[config.mk]
export PLATFORM = sky130hd
export DESIGN_NAME = addsub_pipe_flat
export DESIGN_NICKNAME = d
export VERILOG_FILES = /design/src/rtl/addsub_pipe_if.sv /design/src/rtl/addsub_pipe.sv /design/src/flat_wrapper.sv
export SDC_FILE = /design/constraint.sdc
export NUM_CORES = 1
export LEC_CHECK = 0
export ABC_CLOCK_PERIOD_IN_PS = 4400
export BUFFER_PORTS_ARGS = -buffer_cell sky130_fd_sc_hd__buf_2
export CORE_MARGIN = 4
export CORE_UTILIZATION = 30
export CTS_BUF_LIST = sky130_fd_sc_hd__clkbuf_16
export DETAILED_ROUTE_END_ITERATION = 16
export GPL_TIMING_DRIVEN = 0
export PLACE_DENSITY = 0.58
export SLEW_MARGIN = 30
export SYNTH_ARGS = -nofsm -noshare
export SYNTH_HDL_FRONTEND = slang
export SYNTH_SLANG_ARGS = --single-unit
export TNS_END_PERCENT = 50
[constraint.sdc]
create_clock -name clk -period 4.4 [get_ports clk]
set_input_delay 0.88 -clock clk [delete_from_list [all_inputs] [get_ports clk]]
set_output_delay 0.88 -clock clk [all_outputs]
set_load 0.005 [all_outputs]
[src/rtl/addsub_pipe_if.sv]
// Handshake and data bundle for addsub_pipe. The slave side is the arithmetic unit; the master side is
// the issue logic plus the writeback consumer.
interface addsub_pipe_if #(
  parameter int WIDTH = 32,
  parameter int TAG_W = 5
);
  logic             in_valid;
  logic             in_ready;
  logic [WIDTH-1:0] A;
  logic [WIDTH-1:0] B;
  logic             Sub;
  logic [TAG_W-1:0] in_tag;
  logic             out_valid;
  logic             out_ready;
  logic [WIDTH-1:0] S;
  logic             C;
  logic             V;
  logic             Z;
  logic             N;
  logic [TAG_W-1:0] out_tag;

  modport master (
    output in_valid, A, B, Sub, in_tag, out_ready,
    input  in_ready, out_valid, S, C, V, Z, N, out_tag
  );

  modport slave (
    input  in_valid, A, B, Sub, in_tag, out_ready,
    output in_ready, out_valid, S, C, V, Z, N, out_tag
  );
endinterface

[src/rtl/addsub_pipe.sv]
// Pipelined add/subtract: one WIDTH/STAGES carry slice per stage, with flags and a tag; latency STAGES.
// A single global enable (!out_valid | out_ready) stalls every stage together and drives in_ready.
module addsub_pipe #(
  parameter int WIDTH  = 32,
  parameter int STAGES = 4,
  parameter int TAG_W  = 5
) (
  input  logic         clk,
  input  logic         rst_n,
  addsub_pipe_if.slave bus
);
  localparam int SW = (STAGES >= 1) ? WIDTH / STAGES : WIDTH;

  if (STAGES < 1) begin : g_bad_stages
    $error("addsub_pipe: STAGES must be at least 1");
  end else if (SW * STAGES != WIDTH) begin : g_bad_split
    $error("addsub_pipe: STAGES must divide WIDTH");
  end

  logic adv;
  logic out_vld;

  assign adv          = !out_vld || bus.out_ready;
  assign bus.in_ready = adv;

  for (genvar k = 0; k < STAGES; k++) begin : g_stage
    localparam int LO = k * SW;
    // operand bits from this slice upward; lower bits were consumed by earlier stages
    localparam int IW = WIDTH - LO;

    logic [IW-1:0]      a_in;
    logic [IW-1:0]      b_in;
    logic               sub_in;
    logic               vld_in;
    logic               cin;
    logic [TAG_W-1:0]   tag_in;
    logic [SW-1:0]      b_eff;
    logic [SW:0]        sum;
    logic [LO+SW-1:0]   s_d;

    logic               vld_q;
    logic               cy_q;
    logic [TAG_W-1:0]   tag_q;
    logic [LO+SW-1:0]   s_q;

    if (k == 0) begin : g_first
      assign a_in   = bus.A;
      assign b_in   = bus.B;
      assign sub_in = bus.Sub;
      assign tag_in = bus.in_tag;
      assign vld_in = bus.in_valid && adv;
      assign cin    = bus.Sub;
      assign s_d    = sum[SW-1:0];
    end else begin : g_next
      assign a_in   = g_stage[k-1].g_fwd.a_q;
      assign b_in   = g_stage[k-1].g_fwd.b_q;
      assign sub_in = g_stage[k-1].g_fwd.sub_q;
      assign tag_in = g_stage[k-1].tag_q;
      assign vld_in = g_stage[k-1].vld_q;
      assign cin    = g_stage[k-1].cy_q;
      assign s_d    = {sum[SW-1:0], g_stage[k-1].s_q};
    end

    assign b_eff = b_in[SW-1:0] ^ {SW{sub_in}};
    assign sum   = {1'b0, a_in[SW-1:0]} + {1'b0, b_eff} + {{SW{1'b0}}, cin};

    always_ff @(posedge clk or negedge rst_n) begin
      if (!rst_n) begin
        vld_q <= 1'b0;
        cy_q  <= 1'b0;
        tag_q <= '0;
        s_q   <= '0;
      end else if (adv) begin
        vld_q <= vld_in;
        cy_q  <= sum[SW];
        tag_q <= tag_in;
        s_q   <= s_d;
      end
    end

    if (k < STAGES - 1) begin : g_fwd
      logic [IW-SW-1:0] a_q;
      logic [IW-SW-1:0] b_q;
      logic             sub_q;

      always_ff @(posedge clk or negedge rst_n) begin
        if (!rst_n) begin
          a_q   <= '0;
          b_q   <= '0;
          sub_q <= 1'b0;
        end else if (adv) begin
          a_q   <= a_in[IW-1:SW];
          b_q   <= b_in[IW-1:SW];
          sub_q <= sub_in;
        end
      end
    end else begin : g_last
      logic v_q;
      logic z_q;
      logic n_q;
      logic cm;

      // carry into the MSB recovered from the MSB sum bit
      assign cm = a_in[SW-1] ^ b_eff[SW-1] ^ sum[SW-1];

      always_ff @(posedge clk or negedge rst_n) begin
        if (!rst_n) begin
          v_q <= 1'b0;
          z_q <= 1'b0;
          n_q <= 1'b0;
        end else if (adv) begin
          v_q <= cm ^ sum[SW];
          z_q <= (s_d == '0);
          n_q <= sum[SW-1];
        end
      end

      assign out_vld       = vld_q;
      assign bus.out_valid = vld_q;
      assign bus.S         = s_q;
      assign bus.C         = cy_q;
      assign bus.V         = v_q;
      assign bus.Z         = z_q;
      assign bus.N         = n_q;
      assign bus.out_tag   = tag_q;
    end
  end
endmodule

[src/flat_wrapper.sv]
// flat-port wrapper written by rule: the top's interface ports become plain ports
module addsub_pipe_flat 
#(
  parameter int WIDTH  = 32,
  parameter int STAGES = 4,
  parameter int TAG_W  = 5
)
  (clk, rst_n, bus_in_valid, bus_A, bus_B, bus_Sub, bus_in_tag, bus_out_ready, bus_in_ready, bus_out_valid, bus_S, bus_C, bus_V, bus_Z, bus_N, bus_out_tag);
  addsub_pipe_if #(.WIDTH(WIDTH), .TAG_W(TAG_W)) bus_i ();
  input  logic clk;
  input  logic rst_n;
  input wire logic [$bits(bus_i.in_valid)-1:0] bus_in_valid;
  input wire logic [$bits(bus_i.A)-1:0] bus_A;
  input wire logic [$bits(bus_i.B)-1:0] bus_B;
  input wire logic [$bits(bus_i.Sub)-1:0] bus_Sub;
  input wire logic [$bits(bus_i.in_tag)-1:0] bus_in_tag;
  input wire logic [$bits(bus_i.out_ready)-1:0] bus_out_ready;
  output wire logic [$bits(bus_i.in_ready)-1:0] bus_in_ready;
  output wire logic [$bits(bus_i.out_valid)-1:0] bus_out_valid;
  output wire logic [$bits(bus_i.S)-1:0] bus_S;
  output wire logic [$bits(bus_i.C)-1:0] bus_C;
  output wire logic [$bits(bus_i.V)-1:0] bus_V;
  output wire logic [$bits(bus_i.Z)-1:0] bus_Z;
  output wire logic [$bits(bus_i.N)-1:0] bus_N;
  output wire logic [$bits(bus_i.out_tag)-1:0] bus_out_tag;
  assign bus_i.in_valid = bus_in_valid;
  assign bus_i.A = bus_A;
  assign bus_i.B = bus_B;
  assign bus_i.Sub = bus_Sub;
  assign bus_i.in_tag = bus_in_tag;
  assign bus_i.out_ready = bus_out_ready;
  assign bus_in_ready = bus_i.in_ready;
  assign bus_out_valid = bus_i.out_valid;
  assign bus_S = bus_i.S;
  assign bus_C = bus_i.C;
  assign bus_V = bus_i.V;
  assign bus_Z = bus_i.Z;
  assign bus_N = bus_i.N;
  assign bus_out_tag = bus_i.out_tag;
  addsub_pipe #(.WIDTH(WIDTH), .STAGES(STAGES), .TAG_W(TAG_W)) u_core (.clk(clk), .rst_n(rst_n), .bus(bus_i));
endmodule
; ---- After elaboration in Yosys (flattened, before gate mapping)
; Cells that the tools add are included.
[classes]
n_addsub = 8
n_bitwise = 7
reduce_logical = 4
[ops]
columns = cell, n
row1 = 8-bit by 8-bit adder with 9-bit output, 4
row2 = 9-bit by 1-bit adder with 9-bit output, 4
row3 = 32-bit zero test, 1
row4 = 8-bit bitwise XOR, 4
row5 = 1-bit bitwise XOR, 3
row6 = 1-bit logical AND, 1
row7 = 1-bit zero test, 1
row8 = 1-bit logical OR, 1
[totals]
ff_bits = 210
in_bits = 74
out_inout_bits = 43

; ---- Logic depth before layout (Yosys ltp)
; Gate-level depths: netlist of the first run.
[depth]
ltp_word = 5
depth_mapped = 11
mapped_depth_nobuf = 10

; ---- Least setup slack after synthesis of the first run
; OpenSTA, ideal clock, no wires.
[synth_path]
path_kind = register to register
start = register u_core.g_stage[2].g_fwd.sub_q
end = register u_core.g_stage[3].g_last.z_q (netlist: u_core.bus.Z)
setup_time_ns = 0.121
arrival_time_ns = 2.637
required_time_ns = 4.279
setup_slack_ns = 1.642
path_stages_with_launch = 11
n_path_buf = 1
period_less_slack_ns = 2.758
path_cell_list = dfrtp_1 > clkbuf_1 > xnor2_1 > fa_1 > fa_1 > nand2b_1 > a21oi_1 > o21ai_0 > a22o_1 > and4b_1 > a22o_1
[synth_via]
elab_chain_cells = 4
[synth_lines]
columns = element, line
row1 = from (decl), addsub_pipe.sv:84  ; logic sub_q;
row2 = from (signal assigned), addsub_pipe.sv:94  ; sub_q <= sub_in;
row3 = 8-bit bitwise XOR, addsub_pipe.sv:64  ; assign b_eff = b_in[SW-1:0] ^ {SW{sub_in}};
row4 = 8-bit by 8-bit adder with 9-bit output, addsub_pipe.sv:65  ; assign sum = {1'b0, a_in[SW-1:0]} + {1'b0, b_eff} + {{SW{1'b0}}, cin};
row5 = 9-bit by 1-bit adder with 9-bit output, addsub_pipe.sv:65
row6 = 32-bit zero test, addsub_pipe.sv:113  ; z_q <= (s_d == '0);
row7 = to (signal assigned), addsub_pipe.sv:113
row8 = to (decl), addsub_pipe.sv:99  ; logic z_q;
; Every way passes these cells.
; A chain may end at the register's enable or synchronous reset.

; ---- Final worst setup path of the first run
[layout_path]
start = input port bus_out_ready
end = output port bus_in_ready
[layout_via]
elab_chain_cells = 1
[layout_lines]
columns = element, line
row1 = from (decl), flat_wrapper.sv:17  ; input wire logic [$bits(bus_i.out_ready)-1:0] bus_out_ready;
row2 = 1-bit logical OR, addsub_pipe.sv:23  ; assign adv = !out_vld || bus.out_ready;
row3 = to (decl), flat_wrapper.sv:18  ; output wire logic [$bits(bus_i.in_ready)-1:0] bus_in_ready;
; Every way passes these cells.

==> results of run 1 <==
power by group through the flow:
stage	Combinational (mW)	Sequential [mW]	Clock, mW
floorplan	2.59	3.19	0
finish	3.59	3.29	1.67
detailed placement	3.64	3.33	0
global route	4.16	3.40	1.80
global placement	3.53	3.31	0
CTS	3.66	3.30	1.71
sequential cells by signal, summed over array words and instances (netlist names):
| register | cells |
|---|---|
| u_core.bus.Z | 1 |
| u_core.bus.S | 31 |
| u_core.g_stage.g_fwd.a_q | 48 |
| u_core.bus.N | 1 |
| u_core.bus.out_valid | 1 |
| u_core.bus.V | 1 |
| u_core.bus.out_tag | 5 |
| u_core.g_stage.cy_q | 3 |
| u_core.g_stage.vld_q | 3 |
| u_core.g_stage.g_fwd.sub_q | 3 |
| u_core.g_stage.s_q | 48 |
| u_core.g_stage.g_fwd.b_q | 48 |
| u_core.g_stage.tag_q | 15 |
| u_core.bus.C | 1 |
worst paths after layout:
check                      depth (start not counted)  slack (ns)                                    endpoint                                      start
min                                                1        0.26           u_core.bus.out_tag[2]$_DFFE_PN0N_                                      rst_n
max reg2reg                                       10        1.32                    u_core.bus.Z$_DFFE_PN0N_  u_core.g_stage[2].g_fwd.sub_q$_DFFE_PN0N_
min reg2reg                                        2        0.46                 u_core.bus.S[4]$_DFFE_PN0N_                u_core.bus.S[4]$_DFFE_PN0N_
max                                                7        0.72                                bus_in_ready                              bus_out_ready
max in group asynchronous                          2        3.39  u_core.g_stage[0].g_fwd.a_q[6]$_DFFE_PN0N_                                      rst_n
min in group clk                                   2        0.46                 u_core.bus.S[4]$_DFFE_PN0N_                u_core.bus.S[4]$_DFFE_PN0N_
cell usage in the layout, fill, tap and decap left out, types with 4 or more instances in the layout:
cell and n:
dfrtp_1 209, xor2_1 41, o21ai_0 30, clkinv_1 5, o21bai_1 5, nor2_1 33
inv_1 25, a211oi_1 4, nor4_1 5, nand2b_1 5, a21oi_1 28, clkbuf_1 48
fa_1 7, a31oi_1 6, clkbuf_16 23, ha_1 28, xnor2_1 11, nand2_1 529
nor3_1 10, buf_2 114
cells by family (layout without fill, tap and decap cells):
kind of cell / Yosys count / after routing / synth area share [%]
fa+ha+maj: 35 / 35 / 5.27
buf+inv: 69 / 225 / 2.90
compound gates: 91 / 91 / 5.87
flops: 209 / 209 / 56.2
xor+xnor: 52 / 52 / 4.89
mux: 1 / 1 / 0.161
simple gates: 594 / 594 / 24.7
routing by layer:
layer	up-vias	GRT usage, %
li1	3591	-
met1	3262	18.8
met2	132	23.5
met3	20	2.23
met4	0	3.16
met5	-	0
layout make-up:
type                            instances  area share [%]
Buffer                                 51            1.83
Clock buffer                           23            5.19
Clock inverter                         16           0.620
Inverter                               18           0.609
Multi-Input combinational cell        773            34.4
Sequential cell                       209            47.2
Tap cell                              396            4.47
Timing Repair Buffer                  117            5.78
metrics by stage:
step | setup TNS (ns) | hold WS, ns | cell area [um2] | worst slack (ns)
after floorplan | 0 | 0.430 | 9310 | 1.64
after global placement | -230.35 | 0.446 | 10400 | -1.12
after detailed placement | 0 | 0.451 | 10400 | 0.738
after CTS | 0 | 0.258 | 11100 | 0.719
after global routing | 0 | 0.269 | 11100 | 0.611
final | 0 | 0.258 | 11100 | 0.723
==> results by group, run 1 <==
Clock tree
  • Root buffer cell: clkbuf_16
  • Hold buffer count at CTS: 0
  • Worst-Skew Late Latency: about 0.50 ns
  • TritonCTS clock tree: done
  • Clock buffer depth: 3
  • CTS sink cnt: about 210
  • CTS resizes: 0
  • Total CTS buffers: 23
  • Reg clk slew, reported paths: 0.06 ns
  • CTS H-Tree Depth: 1
  • Post-CTS Setup Inserts: 0

Placed design
  • Placed Cells: roughly 1,600
  • Count of input and output buffers: between 100 and 150
  • Hpwl dp: ~18,000 um
  • GP Congestion: slightly above 0.8

Cells and area
  • Nets: between 1,000 and 1,500
  • ANT cells: 0
  • Area grow syn2layout: 19.1%
  • Layout Cells excl Fill: between 1,500 and 2,000
  • Util after Layout: a little over a third
  • Share of layout cells above drive strength 1: 12.6%
  • Total of fill cells in the finished design: 3,260
  • Footprint of the multi-input gates: 3810 um2
  • Storage cell area: ~5200 um2

Route
  • ANT nets after route: 0
  • DRC: 0
  • Total wire length: 23,300 um
  • Routed WL per cell: 14.5 um
  • WL met1: 10,800 um
  • WL met3: between 1000 and 1500 um
  • Vias per cell: between 4 and 5
  • TritonRoute pass-1 iters: 4
  • Top routing layer used: met4
  • WL met2: 11,100 um
  • Iter 0 DRT Violations: 428
  • DR vias: 7,005

Floorplanning
  • Die extent in y: 184 um
  • I/O pin cnt: between 100 and 150
  • Die ar.: 33,900 um2
  • Die width: approximately 180 um
  • Core region area: 30,600 um2
  • Starting Density: ~30%
  • Placement row count: 64

Timing
  • Final setup vio count: 0
  • Final Hold Viols: 0
  • Max-slew violations: 0
  • Clock period minus worst slack: approximately 3.7 ns
  • RSZ-0062 raised after global routing: false
  • Final worst-path cycle share: 83.6%
  • Slew headroom: 46.1%
  • Slew @ Worst Pin: between 0.8 and 0.9 ns
  • Max Fclk: around 0.27 GHz
  • Clock Skew: just over 0.009 ns

Outcome
  • Status: completed

Yosys
  • Primary FF master, synth: dfrtp_1
  • Flip-flop and latch count after synthesis: 209
  • Async S/R FF share, synth: 100%
  • Netlist cell types: 40
  • Synthesized net count: between 1,000 and 1,500
  • Post-Synthesis Cells: 1,051
  • Synth area leaders: dfrtp_1, nand2_1, xor2_1, ha_1, clkbuf_1
  • Synthesized cell area: 9310 um2
  • Synth cell count leaders: nand2_1, dfrtp_1, clkbuf_1
  • Biggest area consumer among synthesized cells: dfrtp_1
  • Seq/Total Area, Yosys: between 50% and 60%
  • Most frequent cell after synthesis: nand2_1
  • Synth top area share: a little under three fifths
  • Number of synthesized flops with an enable pin: 0
  • Number of synthesis warnings: 0
  • Syn_area_per_cell: between 8 and 9 um2

Power
  • Worst VDD drop: between 0.0003 and 0.0004 V
  • Combinational share of power: between 40% and 50%
  • Psw: 3.35 mW
  • Clock share of power: 19.5%
  • Int Pwr: between 5 and 6 mW
  • Overall Power: roughly 8.5 mW
  • Pleak: slightly below 6 nW
  • Pwr dens: roughly 770 nW/um2
  • Reg power frac: between 30% and 40%
  • Switching fraction of total power: a little under 40%

GRT
  • Largest net degree at the start of global routing: between 80 and 90
  • Vias in the first global route: roughly 7,200
  • Antenna violations before repair: 1
  • Global-route wire length before repair: roughly 38,000 um
  • Congestion Overflow GR: 0
  • GRT Total Usage: around 14%

Worst setup path
  • Slowest-stage cell, CP: clkbuf_1
  • Most common cell on crit path: clkbuf_1
  • Worst Setup Path Type: input pin to output port
  • Crit-path max FO: 10
  • Critical Path RT: roughly 3.5 ns
  • Delay of the slowest critical-path stage: between 0.6 and 0.7 ns
  • WP data arrival: between 2 and 3 ns
  • Number of buffers and inverters on the critical path: 6
  • CP top delay family: buffers and inverters
  • Worst path cell trace: buf_2 -> nor2b_1 -> clkbuf_1 -> inv_2 -> clkbuf_1 -> clkbuf_1 -> buf_2
  • Crit path capture type: output port
  • Nature of the critical path startpoint: input pin

Min path
  • Hold WC Path Type: input pin to asynchronous set/reset pin

Job
  • Max_cap viols: 0
(Power assumes the default switching activity.)
==> run 2, diff against run 1 <==
--- a/config.mk
+++ b/config.mk
@@ -5,14 +5,14 @@
 export SDC_FILE = /design/constraint.sdc
 export NUM_CORES = 1
 export LEC_CHECK = 0
-export ABC_CLOCK_PERIOD_IN_PS = 4400
+export ABC_CLOCK_PERIOD_IN_PS = 3100
 export BUFFER_PORTS_ARGS = -buffer_cell sky130_fd_sc_hd__buf_2
 export CORE_MARGIN = 4
 export CORE_UTILIZATION = 30
 export CTS_BUF_LIST = sky130_fd_sc_hd__clkbuf_16
 export DETAILED_ROUTE_END_ITERATION = 16
 export GPL_TIMING_DRIVEN = 0
-export PLACE_DENSITY = 0.58
+export PLACE_DENSITY = 0.59
 export SLEW_MARGIN = 30
 export SYNTH_ARGS = -nofsm -noshare
 export SYNTH_HDL_FRONTEND = slang
==> constraint.sdc (replaced) <==
create_clock -name clk -period 3.1 [get_ports clk]
set_input_delay 0.62 -clock clk [delete_from_list [all_inputs] [get_ports clk]]
set_output_delay 0.62 -clock clk [all_outputs]
set_load 0.005 [all_outputs]
==> results by group, run 2 (same netlist as run 1, synthesis figures left out) <==
Outcome
  • Status: completed

Floorplanning
  • Core region area: 30,600 um2 (unchanged)
  • Die width: 184 um (unchanged)
  • Placement row count: 64 (unchanged)
  • Die ar.: 33,900 um2 (unchanged)
  • Starting Density: 30.4% (unchanged)
  • I/O pin cnt: 117 (unchanged)
  • Die extent in y: 184 um (unchanged)

Worst setup path
  • Number of buffers and inverters on the critical path: 1 (-5)
  • Levels on crit path: 10 (+3)
  • Crit path capture type: flip-flop
  • Nature of the critical path startpoint: flip-flop
  • Slowest-stage cell, CP: fa_1
  • R2r startpoint: u_core.g_stage[2].g_fwd.sub_q$_DFFE_PN0N_
  • Worst path cell trace: clkbuf_2 -> xnor2_1 -> fa_1 -> fa_1 -> nand2b_1 -> a21oi_1 -> o21ai_0 -> a22o_1 -> and4b_1 -> a22o_1
  • Worst R2R End: u_core.bus.Z$_DFFE_PN0N_
  • Critical Path RT: 3.49 ns (-0.03 ns)
  • Crit-path max FO: 9 (-1)
  • Reg2Reg Setup Slack: 0.21 ns (-1.11 ns)
  • Worst Setup Path Type: flip-flop to flip-flop
  • Delay of the slowest critical-path stage: 0.47 ns (-0.16 ns)
  • R2R depth: 10 (unchanged)
  • WP data arrival: 3.28 ns (+0.48 ns)
  • CP top delay family: adder cells

Clock tree
  • Clock buffer depth: 3 (unchanged)
  • CTS H-Tree Depth: 1 (unchanged)
  • Worst-Skew Late Latency: 0.50 ns (about the same)
  • TritonCTS clock tree: done
  • Hold buffer count at CTS: 0 (unchanged)
  • Root buffer cell: clkbuf_16
  • CTS sink cnt: 209 (unchanged)
  • Total CTS buffers: 22 (-4.3%)
  • Reg clk slew, reported paths: 0.06 ns (about the same)

Min path
  • Hold WC Path Type: input pin to asynchronous set/reset pin

Route
  • ANT nets after route: 0 (unchanged)
  • DR vias: 6,993 (-0.17%)
  • Vias per cell: 4.36 (-0.17%)
  • Total wire length: 23,300 um (about the same)
  • DRC: 0 (unchanged)
  • Routed WL per cell: 14.5 um (about the same)
  • TritonRoute pass-1 iters: 4 (unchanged)
  • Iter 0 DRT Violations: 498 (+16%)

GRT
  • GRT Total Usage: 13.9% (about the same)
  • Vias in the first global route: 7,198 (-0.66%)
  • Antenna violations before repair: 1 (unchanged)
  • Congestion Overflow GR: 0 (unchanged)
  • Global-route wire length before repair: 37,900 um (unchanged)
  • Largest net degree at the start of global routing: 78 (-11%)

Cells and area
  • Nets: 1,299 (-0.23%)
  • Top Registers: u_core.g_stage.g_fwd.a_q: 48 flops, u_core.g_stage.g_fwd.b_q: 48 flops, u_core.g_stage.s_q: 48 flops
  • Util after Layout: 36.4% (+0.17 points)
  • Share of layout cells above drive strength 1: 12.9% (+0.34 points)
  • Area grow syn2layout: 19.7%
  • Most common cell after layout, fill and taps aside: nand2_1
  • Layout Cells excl Fill: 1,603 (unchanged)
  • Commonest cells after routing, fill and taps aside: nand2_1, dfrtp_1, buf_2

Timing
  • Slew headroom: 48.6% (+2.4 points)
  • Fin Hold WS: 0.0759 ns (-0.182 ns)
  • RSZ-0062 raised after global routing: false
  • Clock period minus worst slack: 2.89 ns
  • Final Hold Viols: 0 (unchanged)
  • Final worst-path cycle share: roughly 93%
  • Final setup vio count: 0 (unchanged)
  • Clock Skew: 0.0114 ns (+0.00224 ns)
  • Worst Slack Setup Final: 0.213 ns (-0.510 ns)
  • Max-slew violations: 0 (unchanged)
  • Max Fclk: around 0.35 GHz
  • Slew @ Worst Pin: 0.772 ns (-0.0362 ns)

Power
  • Pleak: 5.82 nW (+0.66%)
  • Worst VDD drop: 0.000537 V (+53%)
  • Overall Power: 12.3 mW (+44%)
  • Pwr dens: 1100 nW/um2 (+43%)

Placed design
  • Count of input and output buffers: 115 (unchanged)
  • Placed Cells: 1,564 (unchanged)
  • Dpl ws: -0.0805 ns (-0.819 ns)
  • GP Congestion: 0.829 (+0.35%)
  • Hpwl dp: 17,800 um (-0.16%)

Job
  • Max_cap viols: 0 (unchanged)
==> run 2: cell types whose count changed in the layout (fill, tap and decap cells not counted) <==
cell and change:
bufinv_16 +2, clkbuf_2 +2, inv_6 +1, clkinvlp_4 -2, clkinv_2 +1, diode_2 +1, clkinv_1 -1, clkbuf_1 -4
==> run 2: worst max-delay path by stage <==
| stage | slack (ns) | end | startpoint |
|---|---|---|---|
| after floorplan | 0.34 | u_core.bus.Z$_DFFE_PN0N_ | u_core.g_stage[2].g_fwd.sub_q$_DFFE_PN0N_ |
| after global routing | 0.04 | u_core.bus.Z$_DFFE_PN0N_ | u_core.g_stage[2].g_fwd.sub_q$_DFFE_PN0N_ |
| after global placement | -2.17 | u_core.g_stage[0].g_fwd.b_q[3]$_DFFE_PN0N_ | rst_n |
| after CTS | 0.07 | bus_in_ready | u_core.bus.out_valid$_DFFE_PN0N_ |
| after detailed placement | -0.08 | bus_in_ready | bus_out_ready |
| final | 0.21 | u_core.bus.Z$_DFFE_PN0N_ | u_core.g_stage[2].g_fwd.sub_q$_DFFE_PN0N_ |
==> run 2: through the flow <==
| step | setup TNS (ns) | cell area, um2 |
|---|---|---|
| after floorplan | 0 | 9310 |
| after global placement | -450.71 | 10400 |
| after detailed placement | -0.0950 | 10400 |
| after CTS | 0 | 11100 |
| after global routing | 0 | 11100 |
| final | 0 | 11100 |
==> run 2: repair_timing <==
| action | in CTS | in global routing |
|---|---|---|
| resized for setup | 1 | 2 |
| setup buffers | 0 | 0 |
| setup endpoints to repair | 2 | 2 |
==> run 2: final cells by class <==
type / count / area [um2]
Antenna cell: 1 / 2.50
Fill cell: 3181 / 19400
Clock inverter: 17 / 124
Timing Repair Buffer: 117 / 641
Multi-Input combinational cell: 773 / 3810
Clock buffer: 23 / 576
Tap cell: 396 / 495
Sequential cell: 209 / 5230
Inverter: 18 / 67.6
Buffer: 49 / 198
==> run 2: metal layers <==
| layer | routed length, um | global-route usage (%) | vias up |
|---|---|---|---|
| li1 | - | - | 3595 |
| met1 | 10700 | 18.4 | 3244 |
| met2 | 11000 | 23.5 | 115 |
| met3 | 982 | 2.41 | 37 |
| met4 | 556 | 3.96 | 2 |
| met5 | 7 | 0 | - |
==> run 2: power by group <==
group | switching, mW | leakage (nW) | total, mW | internal, mW
combinational | 2.94 | 2.92 | 5.05 | 2.11
clock | 1.05 | 0.373 | 2.55 | 1.50
sequential | 0.750 | 2.52 | 4.69 | 3.94
total | 4.74 | 5.82 | 12.3 | 7.55
==> run 3, diff against run 2 <==
--- a/config.mk
+++ b/config.mk
@@ -5,14 +5,15 @@
 export SDC_FILE = /design/constraint.sdc
 export NUM_CORES = 1
 export LEC_CHECK = 0
+export ABC_AREA = 1
 export ABC_CLOCK_PERIOD_IN_PS = 3100
 export BUFFER_PORTS_ARGS = -buffer_cell sky130_fd_sc_hd__buf_2
 export CORE_MARGIN = 4
-export CORE_UTILIZATION = 30
+export CORE_UTILIZATION = 42
 export CTS_BUF_LIST = sky130_fd_sc_hd__clkbuf_16
 export DETAILED_ROUTE_END_ITERATION = 16
 export GPL_TIMING_DRIVEN = 0
-export PLACE_DENSITY = 0.59
+export PLACE_DENSITY = 0.74
 export SLEW_MARGIN = 30
 export SYNTH_ARGS = -nofsm -noshare
 export SYNTH_HDL_FRONTEND = slang
==> results by group, run 3 <==
Outcome
  • Status: completed

Timing
  • Final setup vio count: 0 (unchanged)
  • Max-slew violations: 0 (unchanged)
  • Max Fclk: 0.400 GHz (+16%)
  • Worst Slack Setup Final: 0.603 ns (+0.390 ns)
  • Final worst-path cycle share: 80.6% (-13 points)
  • Clock Skew: 0.0203 ns (+0.00883 ns)
  • Slew headroom: 61.9% (+13 points)
  • Final Hold Viols: 0 (unchanged)
  • Slew @ Worst Pin: 0.571 ns (-0.200 ns)
  • Clock period minus worst slack: 2.50 ns (-0.390 ns)
  • RSZ-0062 raised after global routing: false
  • Fin Hold WS: 0.0186 ns (-0.0573 ns)

Yosys
  • Seq/Total Area, Yosys: 54.8% (-1.4 points)
  • Async S/R FF share, synth: 100% (unchanged)
  • Syn_area_per_cell: 8.82 um2 (-0.46%)
  • Most frequent cell after synthesis: nand2_1
  • Flip-flop and latch count after synthesis: 209 (unchanged)
  • Number of synthesis warnings: 0 (unchanged)
  • Synthesized cell area: 9550 um2 (+2.6%)
  • Synth area leaders: dfrtp_1, nand2_1, o21ai_0, ha_1, inv_1
  • Synth cell count leaders: nand2_1, dfrtp_1, o21ai_0
  • Synth top area share: 54.8% (-1.4 points)
  • Post-Synthesis Cells: 1,083 (+3.0%)
  • Number of synthesized flops with an enable pin: 0 (unchanged)
  • Netlist cell types: 32 (-20%)
  • Biggest area consumer among synthesized cells: dfrtp_1
  • Synthesized net count: 1,192 (+2.8%)
  • Primary FF master, synth: dfrtp_1

GRT
  • Global-route wire length before repair: 38,400 um (+1.2%)
  • GRT Total Usage: 18.3% (+4.4 points)
  • Antenna violations before repair: 0 (-1)
  • Congestion Overflow GR: 0 (unchanged)
  • Vias in the first global route: 7,585 (+5.4%)
  • Largest net degree at the start of global routing: 92 (+18%)

Floorplanning
  • Starting Density: 43.2% (+13 points)
  • I/O pin cnt: 117 (unchanged)
  • Die width: 159 um (-14%)
  • Die extent in y: 159 um (-14%)
  • Core region area: 22,100 um2 (-28%)
  • Placement row count: 54 (-16%)
  • Die ar.: 25,200 um2 (-26%)

Cells and area
  • Nets: 1,332 (+2.5%)
  • Most common cell after layout, fill and taps aside: nand2_1
  • Footprint of the multi-input gates: 3610 um2 (-5.2%)
  • Top Registers: u_core.g_stage.g_fwd.a_q: 48 flops, u_core.g_stage.g_fwd.b_q: 48 flops, u_core.g_stage.s_q: 48 flops
  • Share of layout cells above drive strength 1: 15.9% (+3.0 points)
  • Storage cell area: 5230 um2 (unchanged)
  • ANT cells: 0 (-1)
  • Commonest cells after routing, fill and taps aside: nand2_1, dfrtp_1, buf_2
  • Total of fill cells in the finished design: 2,066 (-35%)
  • Util after Layout: 50.6% (+14 points)
  • Fin area: 11,200 um2 (+0.27%)
  • Area grow syn2layout: 17.0%

Power
  • Worst VDD drop: 0.000494 V (-7.8%)
  • Pwr dens: 1100 nW/um2 (-0.17%)
  • Pleak: 5.90 nW (+1.5%)
  • Overall Power: 12.3 mW (about the same)

Route
  • Routed WL per cell: 15.1 um (+4.2%)
  • WL met1: 10,400 um (-2.8%)
  • TritonRoute pass-1 iters: 5 (+1)
  • WL met3: 1430 um (+45%)
  • Iter 0 DRT Violations: 399 (-20%)
  • DR vias: 7,428 (+6.2%)
  • Top routing layer used: met4
  • Total wire length: 23,000 um (-1.3%)
  • ANT nets after route: 0 (unchanged)
  • DRC: 0 (unchanged)
  • Vias per cell: 4.89 (+12%)
  • WL met2: 10,600 um (-3.4%)

Job
  • Max_cap viols: 0 (unchanged)

Worst setup path
  • WP data arrival: 2.94 ns (-0.34 ns)
  • Worst Setup Path Type: flip-flop to flip-flop
  • Crit-path max FO: 9 (unchanged)
  • Nature of the critical path startpoint: flip-flop
  • Critical Path RT: 3.54 ns (+0.05 ns)
  • Crit path capture type: flip-flop

Clock tree
  • Hold buffer count at CTS: 0 (unchanged)
  • Post-CTS Setup Inserts: 0 (unchanged)
  • Total CTS buffers: 21 (-4.5%)
  • CTS H-Tree Depth: 1 (unchanged)
  • Clock buffer depth: 3 (unchanged)
  • CTS resizes: 0 (-1)
  • CTS sink cnt: 209 (unchanged)
  • TritonCTS clock tree: done
  • Worst-Skew Late Latency: 0.50 ns (about the same)
  • Reg clk slew, reported paths: 0.07 ns (about the same)
  • Root buffer cell: clkbuf_16

Placed design
  • Area after DPL: 10,500 um2 (+0.90%)
  • GP Congestion: 0.852 (+2.8%)
  • Hpwl dp: 17,100 um (-3.7%)
  • Dpl ws: 0.660 ns (+0.741 ns)
  • Count of input and output buffers: 115 (unchanged)

Min path
  • Hold WC Path Type: input pin to asynchronous set/reset pin
-- run 3: logic make-up after synthesis --
logic type / synth area share (%)
buf+inv: 7.42
simple gates: 20.2
xor+xnor: 3.49
compound gates: 9.01
flops: 54.8
fa+ha+maj: 5.14
-- run 3: final cells by class --
cell class	count	share of cell area [%]
clock buffer	21	4.70
multi-input combinational	734	32.3
buffer	51	3.30
clock inverter	17	0.963
tap	280	3.14
sequential	209	46.8
inverter	89	3.03
timing repair buffer	117	5.73
-- run 3: per-stage QoR --
step	setup TNS, ns	std cells
6_report	0	1518
5_1_grt	0	1518
4_1_cts	0	1518
3_5_place_dp	0	1480
3_3_place_gp	-420.47	1478
2_1_floorplan	0	1083
-- run 3: power by group --
| part | total, mW | switching [mW] | internal, mW |
|---|---|---|---|
| clock | 2.38 | 1.06 | 1.32 |
| sequential | 4.60 | 0.680 | 3.92 |
| combinational | 5.32 | 3.24 | 2.08 |
-- run 3: path summary, 6_finish.rpt --
check	startpoint	depth (start not counted)	slack [ns]	to
setup / recovery	u_core.g_stage[2].g_fwd.sub_q$_DFFE_PN0N_	13	0.60	u_core.bus.Z$_DFFE_PN0N_
hold / removal	rst_n	1	0.02	u_core.bus.S[17]$_DFFE_PN0N_
setup reg to reg	u_core.g_stage[2].g_fwd.sub_q$_DFFE_PN0N_	13	0.60	u_core.bus.Z$_DFFE_PN0N_
hold reg to reg	u_core.g_stage[1].s_q[2]$_DFFE_PN0N_	2	0.46	u_core.g_stage[2].s_q[2]$_DFFE_PN0N_
max in group asynchronous	rst_n	2	2.33	u_core.g_stage[0].g_fwd.b_q[11]$_DFFE_PN0N_
min in group clk	bus_in_tag[3]	3	0.32	u_core.g_stage[0].tag_q[3]$_DFFE_PN0N_
-- run 3: worst max-delay path, stage by stage (launching register included) --
cell     delay (ns)
dfrtp_1        0.35
buf_2          0.20
xnor2_1        0.18
fa_1           0.48
fa_1           0.43
inv_1          0.07
nand3_1        0.08
nand2_1        0.14
nand2_1        0.07
nand2_1        0.10
nand3_1        0.08
nor2_1         0.09
nand4_1        0.08
nand2_1        0.07
-- run 3: layer usage --
metal	track usage [%]	vias up
met1	25.2	3513
met2	29.9	202
met4	4.69	0
met5	0	-
met3	3.76	32
li1	-	3681
